File: src/rtl/fifo_drop_pkg.sv
// Shared types for the FIFO pointer/drop controller.
// No logic; types and constants only.
// No flow control of its own.
package fifo_drop_pkg;

  // Drop sequencer states: accept in IDLE, adjust rd_ptr in DROP, report in DONE
  typedef enum logic [1:0] {
    IDLE = 2'd0,
    DROP = 2'd1,
    DONE = 2'd2
  } drop_state_e;

  localparam int DEFAULT_DEPTH = 8;

endpackage : fifo_drop_pkg

File: src/rtl/counter_bin_load.sv
// Wrap-bit binary pointer: +1 step, +N jump, or parallel load.
// Next value registered on the following clk edge.
// No flow control; priority is load > add > increment.
module counter_bin_load #(
  parameter int WIDTH = 4,
  parameter int MAX   = 8
) (
  input  logic             clk,
  input  logic             rst_n,
  input  logic             enable,
  input  logic             add_enable,
  input  logic [WIDTH-1:0] add_val,
  input  logic             load,
  input  logic [WIDTH-1:0] load_val,
  output logic [WIDTH-1:0] cnt
);

  localparam int LW = WIDTH - 1;

  logic [WIDTH-1:0] cnt_q;
  logic [WIDTH-1:0] cnt_d;

  // Next pointer value; MAX is a power of two and the range is 2*MAX, so the
  // +N jump wraps naturally in WIDTH bits while +1 toggles the MSB at MAX-1.
  always_comb begin
    cnt_d = cnt_q;
    if (load) begin
      cnt_d = load_val;
    end else if (add_enable) begin
      cnt_d = cnt_q + add_val;
    end else if (enable) begin
      if (cnt_q[LW-1:0] == LW'(MAX - 1)) begin
        cnt_d = {~cnt_q[LW], {LW{1'b0}}};
      end else begin
        cnt_d = cnt_q + 1'b1;
      end
    end
  end

  // Pointer register with synchronous active-low reset
  always_ff @(posedge clk) begin
    if (!rst_n) begin
      cnt_q <= '0;
    end else begin
      cnt_q <= cnt_d;
    end
  end

  assign cnt = cnt_q;

endmodule : counter_bin_load

File: src/rtl/fifo_drop_ctrl.sv
// FIFO pointer controller with a bulk drop of the oldest entries.
// Drop completes 2 cycles after acceptance (DROP, then DONE pulse).
// Writes and pops stall only during DROP; one drop in flight at a time.
module fifo_drop_ctrl
  import fifo_drop_pkg::*;
#(
  parameter int DEPTH = DEFAULT_DEPTH,
  parameter int AW    = $clog2(DEPTH)
) (
  input  logic          clk,
  input  logic          rst_n,
  input  logic          wr_valid,
  output logic          wr_ready,
  output logic          rd_valid,
  input  logic          rd_ready,
  output logic [AW-1:0] wr_addr,
  output logic [AW-1:0] rd_addr,
  input  logic          drop_req_valid,
  output logic          drop_req_ready,
  input  logic          drop_all,
  input  logic [AW:0]   drop_count,
  output logic          drop_done,
  output logic [AW:0]   drop_done_count,
  output logic [AW:0]   count,
  output logic          full,
  output logic          empty
);

  drop_state_e state_q;
  logic        drop_all_q;
  logic [AW:0] drop_cnt_q;
  logic        drop_done_q;
  logic [AW:0] drop_done_count_q;

  logic [AW:0] wr_ptr;
  logic [AW:0] rd_ptr;
  logic [AW:0] eff;
  logic        in_drop;
  logic        wr_fire;
  logic        rd_fire;
  logic        drop_fire;

  assign in_drop   = (state_q == DROP);
  assign count     = wr_ptr - rd_ptr;
  assign empty     = (wr_ptr == rd_ptr);
  assign full      = (wr_ptr[AW-1:0] == rd_ptr[AW-1:0]) && (wr_ptr[AW] != rd_ptr[AW]);

  assign wr_ready       = ~full & ~in_drop;
  assign rd_valid       = ~empty & ~in_drop;
  assign drop_req_ready = (state_q == IDLE);

  assign wr_fire   = wr_valid & wr_ready;
  assign rd_fire   = rd_valid & rd_ready;
  assign drop_fire = drop_req_valid & drop_req_ready;

  assign wr_addr = wr_ptr[AW-1:0];
  assign rd_addr = rd_ptr[AW-1:0];

  // Entries to discard: occupancy is frozen in DROP, so clamp against it
  always_comb begin
    eff = count;
    if (!drop_all_q && (drop_cnt_q < count)) begin
      eff = drop_cnt_q;
    end
  end

  counter_bin_load #(
    .WIDTH (AW + 1),
    .MAX   (DEPTH)
  ) u_wr_ptr (
    .clk        (clk),
    .rst_n      (rst_n),
    .enable     (wr_fire),
    .add_enable (1'b0),
    .add_val    ('0),
    .load       (1'b0),
    .load_val   ('0),
    .cnt        (wr_ptr)
  );

  // Drop moves only the read side: jump forward by eff, or catch up to wr_ptr
  counter_bin_load #(
    .WIDTH (AW + 1),
    .MAX   (DEPTH)
  ) u_rd_ptr (
    .clk        (clk),
    .rst_n      (rst_n),
    .enable     (rd_fire),
    .add_enable (in_drop & ~drop_all_q),
    .add_val    (eff),
    .load       (in_drop & drop_all_q),
    .load_val   (wr_ptr),
    .cnt        (rd_ptr)
  );

  // Drop sequencer with registered completion outputs
  always_ff @(posedge clk) begin
    if (!rst_n) begin
      state_q           <= IDLE;
      drop_all_q        <= 1'b0;
      drop_cnt_q        <= '0;
      drop_done_q       <= 1'b0;
      drop_done_count_q <= '0;
    end else begin
      case (state_q)
        IDLE: begin
          drop_done_q       <= 1'b0;
          drop_done_count_q <= '0;
          if (drop_fire) begin
            drop_all_q <= drop_all;
            drop_cnt_q <= drop_count;
            state_q    <= DROP;
          end
        end
        DROP: begin
          drop_done_q       <= 1'b1;
          drop_done_count_q <= eff;
          state_q           <= DONE;
        end
        DONE: begin
          drop_done_q       <= 1'b0;
          drop_done_count_q <= '0;
          state_q           <= IDLE;
        end
        default: begin
          drop_done_q       <= 1'b0;
          drop_done_count_q <= '0;
          state_q           <= IDLE;
        end
      endcase
    end
  end

  assign drop_done       = drop_done_q;
  assign drop_done_count = drop_done_count_q;

endmodule : fifo_drop_ctrl

File: config.mk
export PLATFORM = sky130hd
export DESIGN_NAME = fifo_drop_ctrl
export DESIGN_NICKNAME = d
export VERILOG_FILES = /design/src/rtl/fifo_drop_pkg.sv /design/src/rtl/counter_bin_load.sv /design/src/rtl/fifo_drop_ctrl.sv
export SDC_FILE = /design/constraint.sdc
export NUM_CORES = 1
export LEC_CHECK = 0
export ABC_AREA = 1
export CAP_MARGIN = 25
export CELL_PAD_IN_SITES_DETAIL_PLACEMENT = 0
export CELL_PAD_IN_SITES_GLOBAL_PLACEMENT = 2
export CORE_MARGIN = 3
export CORE_UTILIZATION = 25
export CTS_CLUSTER_DIAMETER = 150
export DETAILED_ROUTE_END_ITERATION = 10
export PLACE_DENSITY_LB_ADDON = 0.05
export SYNTH_ARGS = -nofsm -noshare
export SYNTH_HDL_FRONTEND = slang
export SYNTH_SLANG_ARGS = --single-unit
File: constraint.sdc
create_clock -name clk -period 3.3 [get_ports clk]
set_input_delay 0.66 -clock clk [delete_from_list [all_inputs] [get_ports clk]]
set_output_delay 0.66 -clock clk [all_outputs]
set_load 0.01 [all_outputs]
# Word-level counts from Yosys, hierarchy flattened
# Index checks and enable logic that the tools add are counted.
[op_classes]
add_sub_neg = 4
magnitude_cmp = 1
n_eq_ne = 7
muxes = 9
bitwise_logic = 13
reduce_logical = 7
[op_table]
columns = ["op", "n"]
rows = [
  ["$mux W4", 6],
  ["$add A4 B1 Y4 const B", 2],
  ["$and A1 B1 Y1", 7],
  ["$eq A3 B3 Y1 const B", 2],
  ["$not A1 Y1", 6],
  ["$add A4 B4 Y4", 1],
  ["$eq A4 B4 Y1", 1],
  ["$lt A4 B4 Y1", 1],
  ["$pmux W2 S2", 1],
  ["$reduce_and A2 Y1", 2],
  ["$sub A4 B4 Y4", 1],
  ["$eq A3 B3 Y1", 1],
  ["$reduce_bool A3 Y1", 1],
  ["$eq A2 B1 Y1 const B", 1],
  ["$logic_and A1 B1 Y1", 2],
  ["$logic_not A2 Y1", 1],
  ["$mux W2", 1],
  ["$ne A2 B1 Y1 const B", 1],
  ["$logic_not A1 Y1", 1],
  ["$mux W1", 1],
  ["$ne A1 B1 Y1", 1],
]
[word_totals]
regBits = 20
inputBits = 10
output_inout_bits = 20
elab_cells = 48

# Logic depth before layout (Yosys ltp)
# Gate-level depths: netlist of the first run.
[depth]
word_depth = 7
mapped_depth = 23

# Cells and area by module
# From an unflattened synthesis of the first run, not the netlist that was laid out.
[hier_totals]
cells_unflattened = 232
area_unflattened_um2 = 1637.8
[modules_own_cells]
columns = ["module", "n_inst", "cells_each", "area_each_um2"]
rows = [
  ["fifo_drop_ctrl", 1, 106, 745.7],
  ["counter_bin_load at u_rd_ptr", 1, 63, 446.7],
  ["counter_bin_load at u_wr_ptr", 1, 63, 445.4],
]

# Least setup slack after synthesis of the first run
# OpenSTA, ideal clock, no wires.
[synth_timing]
kind = "register -> register"
start = "register u_rd_ptr.cnt_q[0], in the netlist u_rd_ptr.cnt[0]"
end = "register u_rd_ptr.cnt_q[1], in the netlist u_rd_ptr.cnt[1]"
setup_time_ns = 0.122
t_arrival_ns = 3.074
setup_slack_ns = 0.105
path_stages_with_launch = 20
synth_period_minus_slack_ns = 3.195
path_cell_list = "dfxtp_1 > ha_1 > inv_1 > fa_1 > inv_1 > ha_1 > o21ai_0 > nand3_1 > nand2_1 > nand2_1 > nand2_4 > nand3_1 > nand2_1 > inv_1 > ha_1 > fa_1 > a22oi_1 > o21ai_0 > o21ai_0 > a21oi_1"
[synth_between]
elab_chain_len = 7
word_cells_on_any_way = 16
cone_classes = "add/sub (3); order compare (1); eq/ne (2); mux (5); bitwise (3); reduce/logical (2)"
[synth_rtl]
columns = ["element", "line", "source"]
rows = [
  ["start, declared", "counter_bin_load.sv:20", "logic [WIDTH-1:0] cnt_q;"],
  ["start signal, assigned", "counter_bin_load.sv:45", "cnt_q <= cnt_d;"],
  ["$sub A4 B4 Y4", "fifo_drop_ctrl.sv:44", "assign count = wr_ptr - rd_ptr;"],
  ["net count[1]", "fifo_drop_ctrl.sv:24", "output logic [AW:0] count,"],
  ["$lt A4 B4 Y1", "fifo_drop_ctrl.sv:62", "if (!drop_all_q && (drop_cnt_q < count)) begin"],
  ["$logic_and A1 B1 Y1", "fifo_drop_ctrl.sv:62", ""],
  ["$mux W4", "fifo_drop_ctrl.sv:62", ""],
  ["net eff[0]", "fifo_drop_ctrl.sv:37", "logic [AW:0] eff;"],
  ["$add A4 B4 Y4", "counter_bin_load.sv:30", "cnt_d = cnt_q + add_val;"],
  ["$mux W4", "counter_bin_load.sv:29", "end else if (add_enable) begin"],
  ["$mux W4", "counter_bin_load.sv:27", "if (load) begin"],
]
# The timed path passes the listed nets, and every way through them passes these cells. The select of a mux whose other input is x is not followed.
# A chain may end at the register's enable or synchronous reset.

# Worst setup path in the final report of the first run
[layout_timing]
start = "register u_wr_ptr.cnt_q[0], in the netlist u_wr_ptr.cnt[0]"
end = "register u_rd_ptr.cnt_q[2], in the netlist u_rd_ptr.cnt[2]"
[layout_between]
elab_chain_len = 7
word_cells_on_any_way = 12
cone_classes = "add/sub (2); order compare (1); eq/ne (1); mux (3); bitwise (3); reduce/logical (2)"
[layout_rtl]
columns = ["element", "line"]
rows = [
  ["start, declared", "counter_bin_load.sv:20"],
  ["start signal, assigned", "counter_bin_load.sv:45"],
  ["$sub A4 B4 Y4 *", "fifo_drop_ctrl.sv:44"],
  ["$lt A4 B4 Y1", "fifo_drop_ctrl.sv:62"],
  ["$logic_and A1 B1 Y1", "fifo_drop_ctrl.sv:62"],
  ["$mux W4 *", "fifo_drop_ctrl.sv:62"],
  ["net eff[0]", "fifo_drop_ctrl.sv:37"],
  ["$add A4 B4 Y4 *", "counter_bin_load.sv:30"],
  ["$mux W4 *", "counter_bin_load.sv:29"],
  ["$mux W4 *", "counter_bin_load.sv:27"],
]
# Mark *: on every way through the listed nets, which the timed path passes. The rest lies on a longest branch.

==> results.md, run 1 <==
* Vias at 1,198
* Die H at 78.3 um
* CTS tree: built
* Diode count at 0
* Vias per inst at 4.31
* Drc violations at 0
* Slew Viols, Final at 0
* # nets final at 235
* I/O pin count at 30
* # Max-Cap Violations at 0
* Post-Syn Instances at 179
* Syn Nets at 202
* Design area at 1830 sq um
* P_int at 853 uW
* Placer Congestion at 0.710
* Unrepaired setup endpoints after global routing: yes
* Non-Filler Instances at 278
* Gate power share at 61.6%
* Vias in the first global route at 1,157
* Initial core utilization at 26.8%
* Setup Crit Path Kind: reg2reg
* Largest cells by area after synthesis: dfxtp_1 (31%), ha_1 (11%), nand2_1 (8.3%)
* Syn. warnings at 0
* Crit-path slowest cell: fa_1
* Switching share of power at 41.3%
* Clock share of power at 17.8%
* Actual slew at the worst max-slew pin at 0.468 ns
* Final Util at 37.4%
* Cell Area, Placed at 1670 sq um
* Site Rows at 25
* Area grow syn2layout at 39.8%
* Register area share after synthesis at 30.7%
* Share of cells above drive strength 1 at 22.3%
* Commonest non-fill, non-tap cell in the layout: clkdlybuf4s50_1
* CTS clk-pin slew, worst paths at 0.09 ns
* First-pass GRT wire length at 5630 um
* Number of synthesized flops with an enable pin at 0
* Root Driver: clkbuf_8
* Sequential cell area at 403 sq um
* GR Util All Layers at 11.9%
* Final setup fails at 0
* Setup ws final at 0.162 ns
* Dpl ws at 0.0202 ns
* Fillcell total at 552
* Tmin final at 3.14 ns
* Final Skew at 0.00146 ns
* Sequential Power Share at 20.6%
* Max Fanout on Critical Path at 4
* Cell accounting for the most synthesized area: dfxtp_1
* Run status: completed
* Clock Latency Late Sink at 0.27 ns
* Count of different cell masters after synthesis at 28
* Post-synth top area share at 30.7%
* Final wirelength at 3490 um
* Worst-path cell chain: inv_2 > ha_4 > inv_2 > fa_1 > inv_2 > ha_4 > o21ai_2 > nand3_1 > nand2_1 > nand2_2 > nand2_4 > nand2_4 > nand2_2 > nand2_2 > inv_2 > ha_4 > fa_2 > xor2_1 > nand2_1 > o211ai_1 > o21ai_1 > a21oi_1
* Routed Antenna Nets at 0
* Syn Area/Cell at 7.30 sq um
* Largest net degree at the start of global routing at 13
* Maximum clock frequency at 319 MHz
* Number of port buffers at 29
* Max VDD drop at 225 uV
* Critical path startpoint category: flop
* Num CTS Buffers at 3
* Maximum clock path buffer count at 2
* DRT iter0 DRCs at 24
* Routed wire per std cell at 12.5 um
* Max incr delay on CP at 0.58 ns
* Most frequent cells in the layout: clkdlybuf4s50_1 (29), nand2_1 (26), inv_1 (22)
* Worst EP required at 3.46 ns
* Tcrit/Tclk final at 95.1%
* Reg2reg setup slack at 0.16 ns
* Final Hold Viols at 0
* Inst Count DP at 273
* Psw at 600 uW
* Max-slew headroom at 68.7%
* Hold crit path type: reg2reg
* Die width at 78.3 um
* Area of the multi-input gates at 810 sq um
* CP arrival at 3.30 ns
* Die area at 6130 sq um
* #FFs+latches synth at 20
* CTS H-tree lvls at 1
* Hold_buf cts at 0
* PwrDens at 795 nW/um^2
* Synth Cell Area at 1310 sq um
* Clock sink total at 20
* Total Power at 1.45 mW
* Post-synthesis async set-or-reset flop share at 0%
* Leak Pwr at 0.816 nW
* Dpl hpwl at 2820 um
* GR Overflow Total at 0
* Top_reg_cell synth: dfxtp_1
* CP Capture Type: flop
* Critical path's most frequent cell: inv_2
* Drt first pass iters at 4
* Initial antenna violation count at 0
* Core region area at 4880 sq um
[per-layer routing]
metal	vias up	GRT usage (%)	share of wire, %
li1	634	-	-
met1	537	16.6	50
met2	23	18.5	45
met3	4	1.72	3.3
met4	0	4.20	1.3
met5	-	0	0
[synth_stat cells (all sizes together), types with 2 or more instances]
cell	n
nand2	38
nor2	17
ha	11
a211oi	2
dfxtp	20
buf	7
a21oi	16
inv	31
o21ai	13
fa	2
nand3	14
[logic make-up (layout without fill, tap and decap cells)]
kind of cell               Yosys count  after routing  share of synthesized area (%)
AOI/OAI and AO/OA                   34             34                           15.2
xor gates and xnor gates             2              2                           1.34
adders and majority gates           13             13                           13.6
buffers and inverters               39             71                           12.9
DFF                                 20             20                           30.7
and+or+nand+nor                     71             71                           26.2
[state kept, by name, indices dropped and copies added (netlist names)]
signal,cells
drop_cnt_q,4
u_wr_ptr.cnt,4
drop_done_count,4
u_rd_ptr.cnt,4
drop_all_q,1
drop_done,1
state_q,2
[metrics by stage]
step / setup TNS [ns] / hold WS, ns
global placement: 0 / 0.492
detailed placement: 0 / 0.492
finish: 0 / 0.530
global route: -0.0467 / 0.557
CTS: 0 / 0.505
floorplan: 0 / 0.441
[critical path, delay by kind of cell (launching register included)]
kind / cells / cell delay [ns]
adders and majority gates: 5 / 1.48
and+or+nand+nor: 8 / 0.51
DFF: 1 / 0.33
AOI/OAI and AO/OA: 4 / 0.31
buffers and inverters: 4 / 0.21
xor gates and xnor gates: 1 / 0.16
[power by group through the flow]
stage	clock network (mW)	logic (mW)	registers (mW)
2_1_floorplan	0	0.520	0.304
3_3_place_gp	0	0.789	0.300
3_5_place_dp	0	0.793	0.301
4_1_cts	0.264	0.795	0.295
5_1_grt	0.273	0.998	0.304
6_report	0.258	0.896	0.299
[final timing paths]
kind,end,cells after the start,startpoint
setup / recovery,u_rd_ptr.cnt[2],22,u_wr_ptr.cnt[0]
hold / removal,drop_cnt_q[0],2,drop_cnt_q[0]
setup reg to reg,u_rd_ptr.cnt[2],22,u_wr_ptr.cnt[0]
hold reg to reg,drop_cnt_q[0],2,drop_cnt_q[0]
[repair_timing]
action / CTS / global route
endpoints found under the setup margin: 0 / 3
resized for setup: 0 / 23
buffers inserted: 0 / 1
[area by class of cell]
cell class	instances	share of cell area (%)
Clock inverter	1	1.64
Clock buffer	3	2.26
Tap cell	67	4.59
Multi-Input combinational cell	120	44.3
Inverter	31	6.37
Sequential cell	20	22.1
Timing Repair Buffer	36	18.8
Note: power is estimated with default switching activity, not from simulation.
==> run 2, diff against run 1 <==
--- a/config.mk
+++ b/config.mk
@@ -11,7 +11,6 @@
 export CELL_PAD_IN_SITES_GLOBAL_PLACEMENT = 2
 export CORE_MARGIN = 3
 export CORE_UTILIZATION = 25
-export CTS_CLUSTER_DIAMETER = 150
 export DETAILED_ROUTE_END_ITERATION = 10
 export PLACE_DENSITY_LB_ADDON = 0.05
 export SYNTH_ARGS = -nofsm -noshare
==> results of run 2 <==
No change in the layout: final DEF, timing and power equal those of run 1.
==> run 3, diff against run 2 <==
--- a/config.mk
+++ b/config.mk
@@ -10,8 +10,9 @@
 export CELL_PAD_IN_SITES_DETAIL_PLACEMENT = 0
 export CELL_PAD_IN_SITES_GLOBAL_PLACEMENT = 2
 export CORE_MARGIN = 3
-export CORE_UTILIZATION = 25
+export CORE_UTILIZATION = 31
 export DETAILED_ROUTE_END_ITERATION = 10
+export DONT_BUFFER_PORTS = 1
 export PLACE_DENSITY_LB_ADDON = 0.05
 export SYNTH_ARGS = -nofsm -noshare
 export SYNTH_HDL_FRONTEND = slang
==> run 3 against run 2 <==
First-iteration DRC count up 75%. Combinational power down 11%. Die area down 18%. Non-clock buffer count down 24. Sequential power about the same. Largest cell class unchanged. Highest routed layer unchanged.
==> results.md, run 3 (same netlist as run 1, synthesis figures left out) <==
* Num CTS Buffers at 3 (unchanged)
* Area grow syn2layout at 18.3%
* Tcrit/Tclk final at 95.5% (+0.37 points)
* Clock share of power at 18.5% (+0.7 points)
* Routed Antenna Nets at 0 (unchanged)
* CP Capture Type: flop
* Psw at 580 uW (-3.4%)
* I/O pin count at 30 (unchanged)
* Worst EP required at 3.45 ns (about the same)
* Drt first pass iters at 4 (unchanged)
* Most frequent cells in the layout: nand2_1 (25), inv_1 (23), dfxtp_1 (18)
* CTS tree: built
* Switching share of power at 43.2% (+1.9 points)
* Final wirelength at 3250 um (-6.8%)
* Cells on worst reg2reg path at 21 (-4.5%)
* CTS clk-pin slew, worst paths at 0.08 ns (about the same)
* DRT iter0 DRCs at 42 (+75%)
* Drc violations at 0 (unchanged)
* Leak Pwr at 0.737 nW (-9.7%)
* Max Fanout on Critical Path at 4 (unchanged)
* Share of cells above drive strength 1 at 27.8% (+5.5 points)
* Setup Crit Path Kind: reg2reg
* Die area at 5030 sq um (-18%)
* Site Rows at 22 (-12%)
* Root Driver: clkbuf_8
* Vias per inst at 4.78 (+11%)
* Hold_buf cts at 0 (unchanged)
* Critical path startpoint category: flop
* First-pass GRT wire length at 5240 um (-6.9%)
* Clock sink total at 20 (unchanged)
* Core region area at 3850 sq um (-21%)
* GR Util All Layers at 13.3% (+1.5 points)
* Die H at 70.9 um (-9.4%)
* Dpl hpwl at 2600 um (-7.9%)
* Largest net degree at the start of global routing at 13 (unchanged)
* Final setup fails at 0 (unchanged)
* Routed wire per std cell at 13.8 um (+10%)
* Max VDD drop at 301 uV (+34%)
* Tmin final at 3.15 ns (+0.0121 ns)
* CP arrival at 3.30 ns (about the same)
* CTS H-tree lvls at 1 (unchanged)
* Final Hold Viols at 0 (unchanged)
* Initial core utilization at 33.9% (+7.1 points)
* Actual slew at the worst max-slew pin at 0.315 ns (-0.153 ns)
* Maximum clock frequency at 317 MHz (-0.38%)
* GR Overflow Total at 0 (unchanged)
* Max-slew headroom at 78.8% (+10 points)
* Fin Hold WS at 0.501 ns (-0.0294 ns)
* PwrDens at 869 nW/um^2 (+9.2%)
* Run status: completed
* # nets final at 211 (-10%)
* WHS Path Cells at 2 (unchanged)
* Number of port buffers at 0 (-100%)
* Slew Viols, Final at 0 (unchanged)
* Placer Congestion at 0.784 (+10%)
* Non-Filler Instances at 235 (-15%)
* Hold crit path type: reg2reg
* Maximum clock path buffer count at 2 (unchanged)
* Commonest non-fill, non-tap cell in the layout: nand2_1
* Die width at 70.9 um (-9.4%)
* Gate power share at 59.3% (-2.3 points)
* P_int at 763 uW (-11%)
* Diode count at 0 (unchanged)
* # Max-Cap Violations at 0 (unchanged)
* Unrepaired setup endpoints after global routing: yes
* Inst Count DP at 227 (-17%)
* Final Skew at 0.00711 ns (+0.00565 ns)
* Clock Latency Late Sink at 0.26 ns (about the same)
* Initial antenna violation count at 0 (unchanged)
* Vias in the first global route at 1,069 (-7.6%)
* Vias at 1,124 (-6.2%)
* Sequential Power Share at 22.2% (+1.6 points)
* Fillcell total at 418 (-24%)
==> run 3: cell types whose count changed in the layout (fill, tap and decap cells not counted), sizes merged <==
cell           previous run  this run
clkdlybuf4s50            29         0
buf                       7        12
==> run 3: worst paths after layout <==
kind	from	end	slack, ns
max	u_wr_ptr.cnt[0]	u_rd_ptr.cnt[1]	0.15
min	u_rd_ptr.cnt[2]	u_rd_ptr.cnt[2]	0.50
max reg2reg	u_wr_ptr.cnt[0]	u_rd_ptr.cnt[1]	0.15
min reg2reg	u_rd_ptr.cnt[2]	u_rd_ptr.cnt[2]	0.50
==> run 3: repair_timing <==
item                                    CTS  global route
cloned                                    0             0
gates resized for setup                   7            16
buffers inserted                          1             3
endpoints found under the setup margin    2             3
pin swaps                                 3            11
==> run 3: layout make-up <==
class,instances,area [sq um],share of cell area [%]
flip-flops and latches,20,403,26.1
repair buffers,12,90.1,5.83
well taps,48,60.1,3.89
clock buffers,3,41.3,2.67
clock inverters,1,30.0,1.94
multi-input cells,120,805,52.1
inverters,31,116,7.53
==> run 3: metrics by stage <==
stage               instance area [sq um]  TNS, ns  power, mW  setup slack [ns]  utilization (%)
detailed placement                   1370  -0.0590      0.967           -0.0590             35.6
global placement                     1370  -0.0389      0.962           -0.0389             35.6
global route                         1550  -0.0350       1.47           -0.0341             40.1
CTS                                  1460        0       1.25           0.00514             38.0
finish                               1550        0       1.34             0.150             40.1
floorplan                            1310        0      0.824             0.105                -
==> run 3: per-layer routing <==
layer | track usage (%) | wire [um]
met3 | 4.40 | 147
met2 | 22.0 | 1530
met1 | 17.0 | 1550
met4 | 2.51 | 18
met5 | 0 | 0
==> run 3: worst max-delay path, stage by stage, from the launching register on <==
cell	delay, ns
dfxtp_2	0.33
inv_2	0.07
ha_4	0.12
inv_2	0.03
fa_1	0.53
inv_2	0.07
ha_4	0.25
o21ai_2	0.05
nand3_1	0.08
nand2_1	0.06
nand2_2	0.10
nand2_4	0.07
nand2_4	0.07
nand2_2	0.04
nand2_2	0.08
inv_2	0.05
ha_4	0.16
fa_2	0.46
a22oi_2	0.16
o21ai_1	0.08
o21ai_1	0.13
a21oi_1	0.05
==> run 3: power groups by stage <==
| stage | logic [mW] | clock network [mW] | registers [mW] |
|---|---|---|---|
| floorplan | 0.520 | 0 | 0.304 |
| global placement | 0.662 | 0 | 0.300 |
| detailed placement | 0.667 | 0 | 0.301 |
| CTS | 0.699 | 0.256 | 0.295 |
| global route | 0.898 | 0.267 | 0.301 |
| finish | 0.797 | 0.248 | 0.298 |
